==> src/rtl/hit_color_sequencer.sv <==
// Collision flash sequencer: each accepted hit shows the next colour from that side's
// palette for FLASH_FRAMES frames. Define HIT_COLOR_HOLD_EN to keep the last colour after a flash.
module hit_color_sequencer #(
  parameter int NUM_SIDES     = 4,
  parameter int PALETTE_DEPTH = 4,
  parameter int COLOR_W       = 4,
  parameter logic [0:NUM_SIDES-1][0:PALETTE_DEPTH-1][COLOR_W-1:0] PALETTE =
    64'hC446_8C62_8932_9113,
  parameter int FLASH_FRAMES  = 8,
  parameter logic [COLOR_W-1:0] IDLE_COLOR = '0,
  localparam int SW     = (NUM_SIDES > 1) ? $clog2(NUM_SIDES) : 1,
  localparam int STEP_W = (PALETTE_DEPTH > 1) ? $clog2(PALETTE_DEPTH) : 1
) (
  input  logic               clk,
  input  logic               rst,
  input  logic               frame_tick,
  input  logic               hit_valid,
  input  logic [SW-1:0]      hit_side,
  output logic [COLOR_W-1:0] color_out,
  output logic               flash_active,
  output logic [SW-1:0]      side_out,
  output logic [7:0]         frames_left
);

  // state | meaning
  // IDLE  | no flash running, color_out shows IDLE_COLOR (or held colour)
  // FLASH | flash running, frames_left counts frame ticks down to 0
  typedef enum logic {IDLE, FLASH} state_t;

  state_t               state_q, state_d;
  logic [COLOR_W-1:0]   color_q, color_d;
  logic [7:0]           frames_q, frames_d;
  logic [SW-1:0]        side_q, side_d;
  logic [STEP_W-1:0]    step_q [NUM_SIDES];
  logic [STEP_W-1:0]    step_d [NUM_SIDES];
  logic                 flash_q;
  logic                 hit_ok;

  // Sides beyond NUM_SIDES are dropped so they can never index past the tables.
  assign hit_ok = hit_valid && (int'(hit_side) < NUM_SIDES);

  always_comb begin
    state_d  = state_q;
    color_d  = color_q;
    frames_d = frames_q;
    side_d   = side_q;
    step_d   = step_q;
    if (hit_ok) begin
      color_d  = PALETTE[hit_side][step_q[hit_side]];
      step_d[hit_side] = (step_q[hit_side] == STEP_W'(PALETTE_DEPTH - 1)) ?
                         '0 : step_q[hit_side] + 1'b1;
      side_d   = hit_side;
      frames_d = 8'(FLASH_FRAMES);
      state_d  = FLASH;
    end else if (state_q == FLASH && frame_tick) begin
      frames_d = frames_q - 8'd1;
      if (frames_q == 8'd1) begin
        state_d = IDLE;
`ifdef HIT_COLOR_HOLD_EN
        color_d = color_q;
`else
        color_d = IDLE_COLOR;
`endif
      end
    end
  end

  always_ff @(posedge clk) begin
    if (rst) begin
      state_q  <= IDLE;
      color_q  <= IDLE_COLOR;
      frames_q <= '0;
      side_q   <= '0;
      flash_q  <= 1'b0;
      for (int i = 0; i < NUM_SIDES; i++) step_q[i] <= '0;
    end else begin
      state_q  <= state_d;
      color_q  <= color_d;
      frames_q <= frames_d;
      side_q   <= side_d;
      flash_q  <= (state_d == FLASH);
      for (int i = 0; i < NUM_SIDES; i++) step_q[i] <= step_d[i];
    end
  end

  assign color_out    = color_q;
  assign flash_active = flash_q;
  assign side_out     = side_q;
  assign frames_left  = frames_q;

endmodule
==> config.mk <==
export PLATFORM = sky130hd
export DESIGN_NAME = hit_color_sequencer
export DESIGN_NICKNAME = d
export VERILOG_FILES = /design/src/rtl/hit_color_sequencer.sv
export SDC_FILE = /design/constraint.sdc
export NUM_CORES = 1
export LEC_CHECK = 0
export CAP_MARGIN = 5
export CORE_ASPECT_RATIO = 0.6
export CORE_MARGIN = 3
export CORE_UTILIZATION = 40
export CTS_BUF_LIST = sky130_fd_sc_hd__clkbuf_16
export DETAILED_ROUTE_END_ITERATION = 6
export GPL_ROUTABILITY_DRIVEN = 0
export REMOVE_ABC_BUFFERS = 1
export SLEW_MARGIN = 10
export SYNTH_ARGS = -nofsm -noshare
export SYNTH_HDL_FRONTEND = slang
export SYNTH_SLANG_ARGS = --single-unit
==> constraint.sdc <==
create_clock -name clk -period 1.9 [get_ports clk]
set_input_delay 0.19 -clock clk [delete_from_list [all_inputs] [get_ports clk]]
set_output_delay 0.19 -clock clk [all_outputs]
set_load 0.02 [all_outputs]
==> results.cfg <==
[global_route]
overflow = 0
antenna_found_initial = 0
grt_max_degree = 16
grt_pass1_wl_um = 4457
grt_usage_pct = 15.86
grt_pass1_vias = 924

[setup_path]
path_class = in2reg
startpoint_type = input pin
cp-end-kind = flip-flop
reg2reg_depth = 4
worstPathRequired_ps = 2080
cp.arrival_ps = 2020
worst-path-max-fanout = 4

[floorplanning]
die_area_mm2 = 0.003673
fp.dieW_um = 76.27
start_util_pct = 44.50
boundaryPins = 21
rows = 14
coreArea_mm2 = 0.002663
chipHeight_um = 48.16

[worst_hold_path]
min_path_type = reg2reg
worstHoldPathCells = 2

[route]
finalWirelength_um = 2762
ant_nets = 0
wl_per_cell_um = 13.61
drc = 0
vias = 1040
first_pass_iters = 4
drtIter0Drc = 97
via_per_inst = 5.123

[synthesis]
synth_cell_types = 32
postSynthCellCount = 134
synth_edf_count = 0
synth_flop_cell = dfxtp_1
ys_seq_area_share_pct = 38.86
avgSynthCellArea_um2 = 8.842
ys_seq_elements = 23
synth_top_area_cell = dfxtp_1
synth_commonest_cells = dfxtp_1, nand2_1, nor2_1
synth_top_cell_area_share_pct = 38.86
ys_top_cells_by_area = dfxtp_1, ha_1, nand2_1
yosys_warnings = 0
synthMostInstantiatedCell = dfxtp_1
synthArstFlopShare_pct = 0
synthesis.area_mm2 = 0.001185

[clock_network]
cts_root_buf = clkbuf_16
clkLatencyLatePin_ps = 250
path_clk_slew_ps = 60
cts_tree = done
holdBufCountCts = 0
cts_inserted_buffers = 3
clk_path_buf_depth = 2
cts.sinks = 23
htree_levels = 1

[sta]
drv_slew = 0
fin_worst_skew_ps = 0.7279
rsz0062_at_grt = false
fin_crit_ps = 1832
hold_ws_ps = 449.4
period_share_pct = 96.41
slew_headroom_pct = 72.80
setup_tns_ps = 0
final_hold_viol_count = 0
worstMarginPinSlew_ps = 402.7
setup_violations = 0
timing.fmax_mhz = 545.9

[placed_design]
dp.final_hpwl_um = 2232
portBuffers = 20

[pwr]
pwr_density_cell_mw_per_mm2 = 739.2
p_leak_nw = 0.6223
irDropWorstVdd_uv = 471.6

[run_status]
status = finished, final reports clean

[finish]
seq_area_um2 = 460.4
fillers = 248
drive_above_1_share_pct = 12.27
multiInputGateArea_um2 = 675.6
area_growth_pct = 32.10
antenna_cells = 0
fin_nets = 177

[job]
maxCapViolCount = 0
-- where the power goes --
| part | leakage, nW | internal (W) | total [W] | switching, W |
|---|---|---|---|---|
| combinational | 0.392 | 0.0000925 | 0.000193 | 0.000101 |
| sequential | 0.188 | 0.000504 | 0.000523 | 0.0000197 |
| clock | 0.0423 | 0.000280 | 0.000441 | 0.000160 |
| total | 0.622 | 0.000876 | 0.00116 | 0.000281 |
-- cells by family (layout without fill, tap and decap cells) --
group           Yosys count  count (layout)  synth area share, %
fa+ha+maj                 7               7                7.391
simple gates             51              51                21.96
xor+xnor                 10              10                7.391
buf+inv                  11              40                4.118
compound gates           26              26                14.15
mux                       6               6                6.125
flops                    23              23                38.86
-- registers in the layout (all words and copies together) (netlist names) --
signal	cells
color_out	4
step_q	8
frames_left	8
flash_active	1
side_out	2
-- metrics by stage --
| step | cells | utilization [%] | cell area (um2) | setup slack, ps | power [W] |
|---|---|---|---|---|---|
| 5_1_grt | 203 | 58.79 | 1565 | 2.757 | 0.001207 |
| 6_report | 203 | 58.79 | 1565 | 68.12 | 0.001157 |
| 3_3_place_gp | 199 | 55.73 | 1484 | -164.1 | 0.0007227 |
| 4_1_cts | 203 | 58.69 | 1563 | 65.42 | 0.001164 |
| 3_5_place_dp | 199 | 55.73 | 1484 | -178.0 | 0.0007253 |
| 2_1_floorplan | 129 | - | 1159 | 264.4 | 0.0006336 |
-- final timing paths --
path / start / end / slack (ps)
worst min-delay path: color_out[1]$_SDFFE_PP0P_ / color_out[1]$_SDFFE_PP0P_ / 450
worst min register to register: color_out[1]$_SDFFE_PP0P_ / color_out[1]$_SDFFE_PP0P_ / 450
worst max register to register: step_q[0]$_SDFFE_PP0P_ / step_q[6]$_SDFFE_PP0P_ / 190
worst max-delay path: hit_side[0] / step_q[6]$_SDFFE_PP0P_ / 70
-- worst max-delay path: stages --
cell and delay, ps:
clkdlybuf4s50_1 510, mux4_2 540, ha_1 210, or3_4 420
o21ai_2 140
-- metal layers --
layer / GRT usage (%) / vias to the layer above / routed length (um)
met1: 24.72 / 483 / 1489
met3: 4.428 / 0 / 190
met5: 0 / - / 0
met2: 21.64 / 30 / 1082
met4: 2.166 / 0 / 0
li1: - / 527 / -
-- cell type report --
type,count,area share [%]
multi-input cells,100,43.17
flip-flops and latches,23,29.42
repair buffers,30,17.75
clock buffers,3,4.796
well taps,40,3.197
inverters,6,1.439
clock inverters,1,0.2398
-- cell usage in the layout (no fill, tap or decap), types with 2 or more instances in the layout --
cell type / count
xor2_1: 5
inv_1: 7
nand3_1: 7
xnor2_1: 5
o21ai_0: 4
ha_1: 7
nor2b_1: 2
a21oi_1: 11
nor2_1: 12
dfxtp_1: 23
o21ai_2: 4
nand3b_1: 7
nor3_1: 2
clkbuf_16: 3
nand2_1: 15
buf_4: 10
clkdlybuf4s50_1: 19
mux2i_1: 5
-- timing repair --
item,CTS,global route
setup endpoints to repair,0,3
setup buffers,0,0
resized for setup,0,1
Note: power is estimated with default switching activity, not from simulation.
